--- src/rtl/tape_prefetch.sv ---
// tape_prefetch: fetches tape-image bytes from SDRAM during Z80 refresh slots
// into a small FIFO that the tape player pops through a valid/ack handshake.
module tape_prefetch #(
    parameter int unsigned DEPTH     = 8,
    parameter int unsigned ADDR_W    = 25,
    parameter int unsigned ACK_DELAY = 7
) (
    input  logic              clk,
    input  logic              nRESET,
    input  logic              nRFSH,
    input  logic              enable,
    input  logic              flush,
    input  logic [ADDR_W-1:0] size,
    output logic              mem_rd,
    output logic [ADDR_W-1:0] mem_addr,
    input  logic [7:0]        mem_din,
    output logic [7:0]        dout,
    output logic              dvalid,
    input  logic              dack,
    output logic              eof
);
    localparam int unsigned PTR_W = $clog2(DEPTH);
    localparam int unsigned LVL_W = PTR_W + 1;
    localparam int unsigned CNT_W = $clog2(ACK_DELAY + 1);

    typedef enum logic {IDLE, READ} state_t;

    state_t             state, state_next;
    logic [1:0]         rst_sync;
    logic               rst_n;
    logic               rfsh_meta, rfsh_sync, rfsh_prev;
    logic               rfsh_fall, rfsh_rise;
    logic [CNT_W-1:0]   cnt;
    logic [ADDR_W-1:0]  fetch_addr;
    logic               start, push, pop;
    logic [7:0]         buffer [DEPTH];
    logic [PTR_W-1:0]   wr_ptr, rd_ptr, rd_ptr_next;
    logic [LVL_W-1:0]   level, level_next;

    // Assertion is immediate; release waits two clocks.
    always_ff @(posedge clk or negedge nRESET) begin
        if (!nRESET) rst_sync <= '0;
        else         rst_sync <= {rst_sync[0], 1'b1};
    end
    assign rst_n = rst_sync[1];

    always_ff @(posedge clk or negedge rst_n) begin
        if (!rst_n) begin
            rfsh_meta <= 1'b1;
            rfsh_sync <= 1'b1;
            rfsh_prev <= 1'b1;
        end else begin
            rfsh_meta <= nRFSH;
            rfsh_sync <= rfsh_meta;
            rfsh_prev <= rfsh_sync;
        end
    end
    assign rfsh_fall =  rfsh_prev & ~rfsh_sync;
    assign rfsh_rise = ~rfsh_prev &  rfsh_sync;

    always_ff @(posedge clk or negedge rst_n) begin
        if (!rst_n) state <= IDLE;
        else        state <= state_next;
    end

    // No read is ever in flight while IDLE, so level alone decides slot availability.
    always_comb begin
        state_next = state;
        start      = 1'b0;
        push       = 1'b0;
        case (state)
            IDLE: begin
                if (!flush && rfsh_fall && enable && (fetch_addr < size) &&
                    (level < LVL_W'(DEPTH))) begin
                    start      = 1'b1;
                    state_next = READ;
                end
            end
            READ: begin
                if (flush) begin
                    state_next = IDLE;
                end else if (cnt == CNT_W'(1)) begin
                    push       = 1'b1;
                    state_next = IDLE;
                end else if (rfsh_rise) begin
                    state_next = IDLE;
                end
            end
            default: state_next = IDLE;
        endcase
    end

    always_ff @(posedge clk or negedge rst_n) begin
        if (!rst_n) begin
            cnt        <= '0;
            fetch_addr <= '0;
            mem_addr   <= '0;
        end else if (flush) begin
            cnt        <= '0;
            fetch_addr <= '0;
        end else if (start) begin
            cnt        <= CNT_W'(ACK_DELAY);
            mem_addr   <= fetch_addr;
        end else if (state == READ) begin
            cnt <= cnt - CNT_W'(1);
            if (push) fetch_addr <= fetch_addr + ADDR_W'(1);
        end
    end

    assign mem_rd = (state == READ);
    assign pop    = dack & dvalid;

    always_ff @(posedge clk) begin
        if (push) buffer[wr_ptr] <= mem_din;
    end

    always_comb begin
        level_next  = level;
        rd_ptr_next = rd_ptr;
        if (flush) begin
            level_next  = '0;
            rd_ptr_next = '0;
        end else begin
            if (pop) rd_ptr_next = rd_ptr + PTR_W'(1);
            if (push && !pop)      level_next = level + LVL_W'(1);
            else if (pop && !push) level_next = level - LVL_W'(1);
        end
    end

    // When the next head is the byte being pushed it is not in buffer yet,
    // so it is forwarded straight from mem_din.
    always_ff @(posedge clk or negedge rst_n) begin
        if (!rst_n) begin
            wr_ptr <= '0;
            rd_ptr <= '0;
            level  <= '0;
            dvalid <= 1'b0;
            dout   <= '0;
        end else begin
            rd_ptr <= rd_ptr_next;
            level  <= level_next;
            dvalid <= (level_next != '0);
            if (flush)     wr_ptr <= '0;
            else if (push) wr_ptr <= wr_ptr + PTR_W'(1);
            if (level_next == '0)
                dout <= '0;
            else if (push && level_next == LVL_W'(1))
                dout <= mem_din;
            else
                dout <= buffer[rd_ptr_next];
        end
    end

    assign eof = rst_n && (fetch_addr >= size) && !dvalid && (state == IDLE);

endmodule

--- config.mk ---
export PLATFORM = sky130hd
export DESIGN_NAME = tape_prefetch
export DESIGN_NICKNAME = d
export VERILOG_FILES = /design/src/rtl/tape_prefetch.sv
export SDC_FILE = /design/constraint.sdc
export NUM_CORES = 1
export LEC_CHECK = 0
export BUFFER_PORTS_ARGS = -buffer_cell sky130_fd_sc_hd__buf_2
export CAP_MARGIN = 10
export CORE_ASPECT_RATIO = 0.7
export CORE_MARGIN = 2
export CORE_UTILIZATION = 40
export CTS_BUF_LIST = sky130_fd_sc_hd__clkbuf_8
export DETAILED_ROUTE_END_ITERATION = 12
export GPL_TIMING_DRIVEN = 0
export HOLD_SLACK_MARGIN = 0.12
export SLEW_MARGIN = 30
export SYNTH_ARGS = -nofsm -noshare
export SYNTH_HDL_FRONTEND = slang
export SYNTH_SLANG_ARGS = --single-unit
--- constraint.sdc ---
create_clock -name clk -period 3.55 [get_ports clk]
set_clock_uncertainty 0.2 [all_clocks]
set_input_delay 0.8875 -clock clk [delete_from_list [all_inputs] [get_ports clk]]
set_output_delay 0.8875 -clock clk [all_outputs]
set_load 0.1 [all_outputs]
### Yosys cells after proc, flatten, opt, wreduce, memory -nomap -nowiden

Memories as Yosys holds them, arrays and structs flattened.
Cells that the tools add are included.

| cells by class | value |
|---|---|
| add/sub/neg operators | 6 |
| magnitude comparators | 3 |
| equality and inequality tests | 3 |
| muxes and demuxes | 27 |
| bitwise gates (word level) | 7 |
| reduce and logical (&&, ||, !) cells | 21 |

Operator list:

| operator | number |
|---|---|
| 25-bit two-way mux | 4 |
| 25-bit by 1-bit adder with 25-bit output (second input constant) | 1 |
| 25-bit greater-or-equal comparator | 1 |
| 25-bit < comparator | 1 |
| 3-bit two-way mux | 7 |
| 8-bit two-way mux | 2 |
| 4-bit two-way mux | 3 |
| 1-bit logical AND | 10 |
| 1-bit two-way mux | 10 |
| 3-bit by 1-bit adder with 3-bit output (second input constant) | 2 |
| 4-bit by 1-bit adder with 4-bit output (second input constant) | 1 |
| 4-bit by 1-bit == test with 1-bit output (second input constant) | 1 |
| 1-bit logical NOT | 4 |
| 4-bit logical NOT | 1 |
| 4-bit < comparator (second input constant) | 1 |
| 1-bit inverter | 4 |
| 2-bit nonzero test | 2 |
| 4-bit nonzero test | 1 |
| 4-bit by 1-bit subtractor with 4-bit output (second input constant) | 1 |
| 1-bit AND | 3 |
| 3-bit by 1-bit == test with 1-bit output (second input constant) | 1 |
| 3-bit AND reduction | 1 |
| 3-bit nonzero test | 1 |
| 3-bit by 1-bit subtractor with 3-bit output (second input constant) | 1 |
| 3 further kinds | 3 |

| storage, ports and cells | value |
|---|---|
| register bits after elaboration | 78 |
| RAM bits | 64 |
| bits of input ports | 39 |
| output and inout bits | 36 |
| logic and storage cells | 81 |
| memories | 1 |

Memory list:

| memory | depth | width | read ports | clocked after memory_dff | write ports | line | RTL |
|---|---|---|---|---|---|---|---|
| buffer | 8 | 8 | 1 | 0 | 1 | 36 | `logic [7:0] buffer [DEPTH];` |

### Logic depth before layout (Yosys ltp)

Gate-level depths: netlist of run 1.

| depth | value |
|---|---|
| depth after elaboration | 13 |
| mapped depth | 10 |
| gate-level depth less buffers | 8 |

### Least setup slack after synthesis of run 1

No wires, ideal clock.

| timing | value |
|---|---|
| kind | register -> output |
| start point | register rst_sync[1] |
| end point | output port eof |
| data arrival time | 3.591 ns |
| required time | 2.463 ns |
| setup slack | -1.128 ns |
| stages on the path, launching flop included | 3 |
| path buffers | 0 |
| cell sequence | dfrtp_1 > nand2_1 > a21oi_1 |

| between the ends | value |
|---|---|
| word-level cells in the longest chain between the ends | 3 |

Ends and longest elaborated chain:

| element | line | RTL |
|---|---|---|
| start, declared | 29 | `logic [1:0] rst_sync;` |
| start signal, assigned | 43 | `else rst_sync <= {rst_sync[0], 1'b1};` |
| 1-bit logical AND (3 in a row) | 154 | `assign eof = rst_n && (fetch_addr >= size) && !dvalid && (state == IDLE);` |
| end, declared | 20 | `output logic eof` |

No other way between the ends.

### Final worst setup path of run 1

| timing | value |
|---|---|
| start point | input port size[24] |
| end point | output port eof |

| between the ends | value |
|---|---|
| word-level cells in the longest chain between the ends | 4 |

Ends and longest elaborated chain:

| element | line | RTL |
|---|---|---|
| start, declared | 13 | `input logic [ADDR_W-1:0] size,` |
| 25-bit greater-or-equal comparator | 154 |  |
| 1-bit logical AND (3 in a row) | 154 |  |

No other way between the ends.

==> results of run 1 <==
[worst reg2reg max path: cells and delay by family (launching register included)]
kind	cells	cell delay [ns]
AO/OA/AOI/OAI	3	0.77
adder cells (fa/ha/maj)	1	0.23
buffers and inverters	1	0.47
flip-flops	1	0.39
multiplexers	1	0.34
AND/OR/NAND/NOR	2	0.42
[final timing paths]
kind,startpoint,to,slack (ns),cells after the start
setup / recovery,size[24],eof,0.03,10
hold / removal,rst_sync[1],mem_addr[0],0.14,0
setup reg to reg,cnt[0],dout[0],0.61,8
hold reg to reg,rst_sync[1],mem_addr[0],0.14,0
max in group asynchronous,rst_sync[1],rfsh_sync,2.30,1
min in group clk,rst_sync[0],rst_sync[1],0.15,0
[per-layer routing]
layer | global-route usage (%) | vias to the layer above
li1 | - | 2196
met1 | 26.7 | 2264
met2 | 27.4 | 86
met3 | 4.32 | 11
met4 | 5.88 | 0
met5 | 0 | -
[kinds of logic (layout without fill, tap and decap cells)]
family,after synthesis,in the layout
AOI/OAI and AO/OA,77,77
xor gates and xnor gates,22,22
DFF,142,142
adders and majority gates,32,32
buffers and inverters,66,184
other,1,1
muxes,60,60
and+or+nand+nor,158,158
[cell usage after synthesis, drive strengths merged, types with 4 or more instances]
master	number	share of area [%]
mux2	26	4.8
o21ai	10	0.75
nor2	35	2.0
nor4	4	0.37
nand2	56	3.1
a21o	4	0.45
a22o	5	0.65
clkbuf	8	0.45
and3	11	1.0
nor2b	4	0.37
o22ai	4	0.37
buf	11	1.2
ha	32	6.0
nand3	13	1.0
inv	47	2.6
mux2i	34	5.1
xnor2	13	1.7
xor2	9	1.2
and2	4	0.37
o32ai	5	0.65
a21oi	31	2.3
nor3	10	0.75
dfrtp	75	28
edfxtp	64	29
nand4	10	0.93
[where the power goes]
part           internal (mW)  switching, mW  leakage (nW)
clock                  0.641          0.636         0.194
sequential              1.79         0.0607          1.63
combinational          0.232          0.625          1.75
total                   2.66           1.32          3.57
[metrics by stage]
step / setup slack [ns] / std cells / hold slack, ns / setup TNS (ns)
after floorplan: 0.0451 / 558 / 0.131 / 0
after global placement: -0.373 / 857 / 0.136 / -1.65
after detailed placement: -0.413 / 861 / 0.140 / -0.413
after CTS: 0.000819 / 898 / 0.158 / 0
after global routing: -0.0627 / 901 / 0.174 / -0.0627
final: 0.0272 / 901 / 0.144 / 0
[state kept, by name (all words and copies together), names as in the netlist]
register	count
buffer	64
cnt	3
dout	8
dvalid	1
fetch_addr	25
level	4
mem_addr	25
mem_rd	1
rd_ptr	3
rfsh_meta	1
rfsh_prev	1
rfsh_sync	1
rst_sync	2
wr_ptr	3
[cell type report]
cell class,count,area (um2)
repair buffers,86,514
flip-flops and latches,142,3890
clock buffers,18,248
well taps,225,282
inverters,47,179
fillers,1477,8270
plain buffers,19,109
multi-input cells,350,2760
clock inverters,14,146
[what timing repair did]
item | 4_1_cts | 5_1_grt
resized for setup | 27 | 18
setup buffers | 4 | 3
hold buffers | 1 | 0
endpoints found under the setup margin | 1 | 1
hold endpoints to repair | 2 | 0
pin swaps | 11 | 11
==> out/results.tsv, run 1 <==
stage	metric	value	unit
outcome	outcome	complete, no violations	
synthesis	synth-compound-area-share	7.88	%
sta	final_max_slew_viol_count	0	
cells_and_area	layout-drive-gt1-share	29.9	%
sta	rsz0062_at_grt	yes	
synthesis	seq_area_frac_synth	57.7	%
placed_design	gp_congestion	0.798	
critical_path	crit_fanout	2	
detailed_routing	antenna_left	0	
floorplanning	ioPinCount	75	
detailed_routing	highest_layer	met4	
pwr	p_leak	3.57	nW
detailed_routing	met1Wirelength	7560	um
critical_path	cp.arrival	2.44	ns
detailed_routing	first_pass_iters	5	
detailed_routing	vias	4557	
sta	maxSlewHeadroom	36.1	%
floorplanning	die_area	17900	um2
detailed_routing	drt-total-wl	15400	um
synthesis	synth_flop_cell	dfrtp_1	
synthesis	netlist_instances	558	
detailed_routing	wl_per_cell	17.1	um
placed_design	dp_hpwl	10900	um
clocking	cts.path.max_buffers	2	
floorplanning	start_util	41.0	%
clocking	cts_sinks	142	
global_route	grt_pass1_vias	4669	
synthesis	syn_area_per_cell	12.0	um2
detailed_routing	viasPerCell	5.06	
clocking	cts_tree	yes	
sta	period_share	99.2	%
pwr	total_power	3.98	mW
synthesis	synth_fa_ha_area_share	5.96	%
clocking	numCtsBuffers	17	
clocking	clkLatencyLatePin	0.47	ns
cells_and_area	final_area	8120	um2
placed_design	io_buffers	74	
global_route	grt.overflow.total	0	
synthesis	synth_top_family_by_area	simple AND/OR/NAND/NOR gates	
sta	tightest_slew	0.955	ns
pwr	ir_worst_vdd	317	uV
global_route	grt_pass1_wl	25100	um
floorplanning	core_area	16400	um2
sta	period_needed	3.52	ns
synthesis	ys_types	55	
critical_path	cp-start-kind	input pin	
cells_and_area	fin_nets	734	
placed_design	placed_cell_area	7450	um2
synthesis	yosys.area_share.simple	11.4	%
cells_and_area	final_core_util	49.5	%
cells_and_area	area_delta_synth_final	21.0	%
synthesis	yosysWarnings	0	
floorplanning	die_h	112	um
critical_path	required	2.46	ns
global_route	antenna_found_initial	0	
cells_and_area	mostFrequentLayoutCells	buf_2, dfrtp_1, edfxtp_1	
job	maxCapViolCount	0	
critical_path	path_cells	buf_8 -> inv_4 -> ha_4 -> nand2_4 -> nor2_4 -> nand4_1 -> nor4_4 -> o21ai_2 -> a21oi_4 -> buf_12	
sta	finalSetupViolations	0	
synthesis	synthesis.area	6720	um2
global_route	grt_start_max_net_pins	43	
synthesis	synth_mux_area_share	9.88	%
critical_path	cp_top_family	simple AND/OR/NAND/NOR gates	
critical_path	crit_buf_inv	3	
synthesis	synth_edf_count	64	
worst_hold_path	min_path_type	register to async pin	
synthesis	synth_nets	629	
sta	fmax	284	MHz
global_route	gr-usage-all-layers	18.4	%
clocking	cts_max_level	4	
detailed_routing	drt-initial-drc-count	252	
detailed_routing	dr_wl_met2	7030	um
critical_path	slowest_stage	ha_4	
floorplanning	dieWidth	159	um
clocking	clkTransAtPathRegs	0.08	ns
synthesis	synth_xor_area_share	2.87	%
critical_path	end_kind	primary output	
floorplanning	fp-row-count	39	
cells_and_area	mostFrequentLayoutCell	buf_2	
sta	hold_viol	0	
detailed_routing	drc	0	
critical_path	slowest_delay	0.27	ns
cells_and_area	n_antenna_cell	0	
synthesis	synth-async-reset-ratio	54.9	%
clocking	cts_root_buf	clkbuf_8	
detailed_routing	wl_met3	692	um
synthesis	synth-seq-cells	142	
critical_path	crit_type	input pin to primary output	
pwr	power.density	490	nW/um2
Power figures use the tool's default switching activity.
==> run 2: changes to the inputs <==
- CTS_BUF_LIST: sky130_fd_sc_hd__clkbuf_8 -> sky130_fd_sc_hd__clkbuf_4 sky130_fd_sc_hd__clkbuf_8 sky130_fd_sc_hd__clkbuf_16
==> run 2 against run 1 <==
  * Power is 12% higher
  * Critical path type unchanged
  * First-iteration DRC count is 2.0% higher
  * Sequential share of layout area is 1.1 points lower
  * Non-clock buffer count is 2 lower
  * Final area is 2.2% higher
  * Register-to-register slack hardly changed
  * Combinational power is 0.8% higher
  * Count of clock-buffer cells in the layout is 2 higher
  * Die area stayed put
==> out/results.tsv, run 2 (same netlist as run 1, synthesis figures left out) <==
stage	metric	value	unit
critical_path	crit_type	input pin to primary output	
sta	maxSlewHeadroom	35.1	%
floorplanning	ioPinCount	75	
global_route	gr-usage-all-layers	18.4	%
critical_path	r2r_setup_slack	0.60	ns
global_route	grt_start_max_net_pins	43	
detailed_routing	vias	4616	
pwr	swShare	30.8	%
cells_and_area	largest_reg_flops	64	
pwr	cellInternalPower	3.09	mW
detailed_routing	drt-total-wl	15500	um
clocking	cts.path.max_buffers	2	
detailed_routing	antenna_left	0	
clocking	clkLatencyLatePin	0.43	ns
critical_path	end_kind	primary output	
global_route	grt.overflow.total	0	
pwr	p_sw	1.38	mW
pwr	power.density	539	nW/um2
floorplanning	die_h	112	um
detailed_routing	wl_per_cell	17.2	um
sta	fin_ws	0.0296	ns
detailed_routing	drc	0	
critical_path	cp.arrival	2.43	ns
clocking	numCtsBuffers	17	
job	maxCapViolCount	0	
cells_and_area	top_register	buffer	
critical_path	required	2.46	ns
detailed_routing	drt-initial-drc-count	257	
cells_and_area	largestRegisters	buffer (64), fetch_addr (25), mem_addr (25)	
critical_path	crit_fanout	2	
clocking	cts_tree	yes	
pwr	seqPwrFrac	41.4	%
clocking	cts_sinks	142	
sta	final_max_slew_viol_count	0	
floorplanning	start_util	41.0	%
critical_path	reg2regPathDepth	8	
detailed_routing	viasPerCell	5.13	
global_route	grt_pass1_wl	25100	um
sta	fmax	284	MHz
cells_and_area	final_area	8300	um2
pwr	p_leak	3.65	nW
placed_design	gp_congestion	0.798	
sta	hold_viol	0	
sta	tightest_slew	0.970	ns
floorplanning	core_area	16400	um2
cells_and_area	layout-drive-gt1-share	29.2	%
sta	finalSetupViolations	0	
critical_path	r2r-end	dout[0]	
critical_path	r2r_start	cnt[0]	
sta	period_needed	3.52	ns
cells_and_area	fin_nets	732	
global_route	grt_pass1_vias	4643	
cells_and_area	n_antenna_cell	0	
clocking	clkTransAtPathRegs	0.06	ns
placed_design	preCtsSetupSlack	-0.413	ns
global_route	antenna_found_initial	0	
outcome	outcome	complete, no violations	
placed_design	io_buffers	74	
floorplanning	fp-row-count	39	
floorplanning	dieWidth	159	um
sta	period_share	99.2	%
critical_path	crit_end	eof	
worst_hold_path	min_path_type	register to async pin	
critical_path	crit_path_start	size[24]	
pwr	p_clk_share	39.3	%
cells_and_area	area_delta_synth_final	23.6	%
pwr	p_comb_share	19.3	%
placed_design	placed_cell_area	7450	um2
cells_and_area	mostFrequentLayoutCell	buf_2	
sta	rsz0062_at_grt	yes	
cells_and_area	mostFrequentLayoutCells	buf_2, dfrtp_1, edfxtp_1	
detailed_routing	first_pass_iters	5	
placed_design	dp_hpwl	10900	um
clocking	cts_root_buf	clkbuf_16	
sta	hold-worst-slack	0.141	ns
pwr	ir_worst_vdd	352	uV
critical_path	cp-start-kind	input pin	
floorplanning	die_area	17900	um2
clocking	cts_max_level	4	
==> run 2: cell count changes in the layout (fill, tap and decap cells not counted), moves of 5 or more <==
cell,delta
clkbuf_16,+17
clkbuf_8,-17
dfrtp_1,+5
dfrtp_2,-5
==> run 2: how the worst min path moves through the flow <==
stage / endpoint / slack (ns) / from / depth (start not counted)
floorplan: rst_sync[1] / 0.13 / rst_sync[0] / 0
global placement: rst_sync[1] / 0.14 / rst_sync[0] / 0
detailed placement: rst_sync[1] / 0.14 / rst_sync[0] / 0
CTS: rst_sync[1] / 0.15 / rst_sync[0] / 0
global route: rfsh_sync / 0.17 / rfsh_meta / 0
finish: mem_addr[0] / 0.14 / rst_sync[1] / 0
==> run 2: what timing repair did <==
item,CTS,global route
buffers inserted,2,3
hold buffers,1,0
resized for setup,24,16
endpoints found under the setup margin,1,1
pin swaps,11,11
hold endpoints to repair,2,0
==> run 2: critical path, stage by stage <==
cell     delay, ns
buf_8         0.07
inv_4         0.03
ha_4          0.27
nand2_4       0.06
nor2_4        0.11
nand4_1       0.20
nor4_4        0.27
o21ai_2       0.13
a21oi_4       0.20
buf_12        0.19
==> run 2: cell type report <==
class,count,area [um2]
fill,1448,8090
sequential,142,3880
multi-input combinational,350,2760
timing repair buffer,84,499
clock buffer,20,454
tap,225,282
inverter,47,179
clock inverter,12,139
buffer,19,109
==> run 2: stage by stage <==
step                TNS, ns  util (%)  instances  power (mW)
floorplan                 0         -        558        2.52
global placement      -1.65      45.0        857        2.70
detailed placement   -0.413      45.5        861        2.73
CTS                       0      49.9        896        4.50
global route        -0.0627      50.6        899        4.65
finish                    0      50.6        899        4.47
==> run 2: per-layer routing <==
metal,track usage [%],vias to the layer above,share of wire [%]
met2,27.4,99,45
met1,27.0,2304,49
met4,6.06,0,1.3
met5,0,-,0
li1,-,2197,-
met3,3.99,16,4.4
==> run 2: power by group through the flow <==
stage | clock network [mW] | registers [mW] | logic (mW)
floorplan | 0 | 2.20 | 0.322
global placement | 0 | 1.89 | 0.815
detailed placement | 0 | 1.89 | 0.845
CTS | 1.79 | 1.85 | 0.861
global route | 1.87 | 1.86 | 0.920
finish | 1.76 | 1.85 | 0.864
==> run 3: changes to the inputs <==
- ABC_AREA: default -> 1
==> run 3 against run 2 <==
  * Sequential power barely moved
  * First-iteration DRC count rose by 140%
  * Non-clock buffer count decreased by 4
  * Power grew 6.5%
  * Area after synthesis increased by 6.1%
  * Setup slack improved by 0.046 ns
  * Largest power group unchanged
==> out/results.tsv, run 3 <==
stage	metric	value	unit
outcome	outcome	complete, no violations	
synthesis	synth-compound-area-share	6.56	%
synthesis	seq_area_frac_synth	54.4	%
detailed_routing	drt-initial-drc-count	617	
sta	tightest_slew	0.798	ns
floorplanning	core_area	17300	um2
clocking	cts_sinks	142	
worst_hold_path	min_path_type	register to async pin	
sta	hold_viol	0	
sta	setup_tns	0	ns
detailed_routing	viasPerCell	5.06	
job	maxCapViolCount	0	
global_route	grt_start_max_net_pins	48	
critical_path	crit_type	input pin to primary output	
synthesis	synth_nets	871	
detailed_routing	wl_per_cell	15.8	um
cells_and_area	layout.cells.non_filler	1141	
pwr	total_power	4.76	mW
detailed_routing	drt-total-wl	18100	um
critical_path	crit_fanout	2	
pwr	cellInternalPower	3.16	mW
synthesis	syn_area_per_cell	8.91	um2
synthesis	yosysWarnings	0	
pwr	power.density	553	nW/um2
clocking	cts.path.max_buffers	2	
synthesis	yosys.area.top_type	edfxtp_1	
floorplanning	die_h	116	um
pwr	p_clk_share	36.9	%
pwr	seqPwrFrac	39.0	%
synthesis	ys_types	38	
pwr	p_comb_share	24.1	%
floorplanning	fp-row-count	40	
placed_design	io_buffers	74	
cells_and_area	area_delta_synth_final	20.8	%
cells_and_area	layout-drive-gt1-share	19.7	%
clocking	cts_tree	yes	
cells_and_area	largest_reg_flops	64	
critical_path	cp.arrival	2.39	ns
detailed_routing	vias	5770	
clocking	cts_max_level	4	
pwr	swShare	33.7	%
synthesis	synth-async-reset-ratio	54.9	%
clocking	numCtsBuffers	17	
sta	maxSlewHeadroom	46.6	%
critical_path	r2r_setup_slack	0.54	ns
synthesis	netlist_instances	800	
detailed_routing	first_pass_iters	5	
cells_and_area	fin_nets	968	
synthesis	synthTopCellsByArea	edfxtp_1, dfrtp_1, nand2_1	
synthesis	yosysTopAreaCellShare	27.0	%
sta	period_needed	3.47	ns
synthesis	synth-seq-cells	142	
floorplanning	start_util	41.2	%
synthesis	synth_top_family_by_area	simple AND/OR/NAND/NOR gates	
sta	final_max_slew_viol_count	0	
global_route	grt.overflow.total	0	
placed_design	gp_congestion	0.841	
floorplanning	die_area	18900	um2
floorplanning	ioPinCount	75	
cells_and_area	largestRegisters	buffer (64), fetch_addr (25), mem_addr (25)	
global_route	gr-usage-all-layers	20.0	%
synthesis	yosys.cell_count.top_type	nand2_1	
pwr	p_sw	1.60	mW
synthesis	synth_flop_cell	dfrtp_1	
placed_design	dp_cells	1106	
pwr	p_leak	4.05	nW
cells_and_area	mostFrequentLayoutCell	nand2_1	
synthesis	ys_top_cells_by_count	nand2_1, inv_1, nand3_1, dfrtp_1, edfxtp_1	
sta	period_share	97.9	%
critical_path	cp-start-kind	input pin	
synthesis	yosys.area_share.simple	25.8	%
synthesis	synthesis.area	7130	um2
floorplanning	dieWidth	164	um
synthesis	synth_fa_ha_area_share	5.62	%
clocking	clkLatencyLatePin	0.43	ns
detailed_routing	drc	0	
critical_path	end_kind	primary output	
cells_and_area	mostFrequentLayoutCells	nand2_1, inv_1, buf_2	
critical_path	required	2.46	ns
detailed_routing	antenna_left	0	
cells_and_area	top_register	buffer	
sta	finalSetupViolations	0	
pwr	ir_worst_vdd	455	uV
cells_and_area	n_antenna_cell	0	
clocking	clkTransAtPathRegs	0.06	ns
synthesis	synth_edf_count	64	
synthesis	synth_mux_area_share	0	%
synthesis	synth_xor_area_share	0.123	%
global_route	grt_pass1_wl	28700	um
sta	fmax	288	MHz
sta	hold-worst-slack	0.117	ns
clocking	cts_root_buf	clkbuf_16	
placed_design	dp_hpwl	13000	um
global_route	grt_pass1_vias	5406	
global_route	antenna_found_initial	0	
cells_and_area	fill_cells	1640	
## run 3: layout make-up
| type | count | area [um2] | share of cell area, % |
|---|---|---|---|
| Tap cell | 231 | 289 | 3.36 |
| Sequential cell | 142 | 3880 | 45.1 |
| Inverter | 113 | 429 | 4.98 |
| Timing Repair Buffer | 78 | 463 | 5.38 |
| Clock buffer | 26 | 528 | 6.13 |
| Clock inverter | 6 | 60.1 | 0.697 |
| Multi-Input combinational cell | 524 | 2860 | 33.2 |
| Buffer | 21 | 103 | 1.19 |
## run 3: worst max-delay path: stages
cell and delay [ns]:
buf_2 0.08, inv_1 0.04, ha_1 0.28, nand4_1 0.20, nor2_4 0.22, nand2_2 0.07, nand3_2 0.09, nand2_2 0.07
nand2_1 0.06, o211ai_1 0.10, inv_1 0.11, buf_12 0.18
## run 3: path summary, 6_finish.rpt
check                             from            end  cells after the start
min                        rst_sync[1]  fetch_addr[2]                      1
max reg2reg                     cnt[1]   buffer[1][7]                      7
min reg2reg                rst_sync[1]  fetch_addr[2]                      1
max                            size[7]            eof                     12
min in group clk           rst_sync[0]    rst_sync[1]                      0
max in group asynchronous       nRESET    rst_sync[1]                      2
## run 3: kinds of logic after synthesis
family / Yosys count
and+or+nand+nor: 403
DFF: 142
buffers and inverters: 134
AOI/OAI and AO/OA: 87
adders and majority gates: 32
xor gates and xnor gates: 1
other: 1
## run 3: metal layers
layer  wire, um  vias to the layer above  global-route usage (%)
met2       6990                      172                    26.2
met5          0                        -                       0
met1       9690                     2719                    31.6
met3       1100                       30                    5.12
li1           -                     2849                       -
met4        275                        0                    6.55
## run 3: power by group through the flow
stage / Combinational, mW / Sequential (mW) / Clock, mW
floorplan: 0.476 / 2.27 / 0
global placement: 1.10 / 1.90 / 0
detailed placement: 1.12 / 1.90 / 0
CTS: 1.14 / 1.86 / 1.77
global route: 1.25 / 1.87 / 1.86
finish: 1.15 / 1.86 / 1.76
## run 3: through the flow
stage                     util (%)  setup WS [ns]  cell area, um2
after floorplan                  -         0.0254            7130
after global placement        45.0         -0.302            7790
after detailed placement      45.2         -0.237            7830
after CTS                     48.8        0.00773            8460
after global routing          49.7        -0.0157            8610
final                         49.7         0.0754            8610
## run 3: timing repair
action | in CTS | in global routing
hold endpoints to repair | 32 | 0
setup buffers | 0 | 1
pin swaps | 2 | 17
setup endpoints to repair | 1 | 1
hold buffers | 2 | 0
resized for setup | 3 | 28
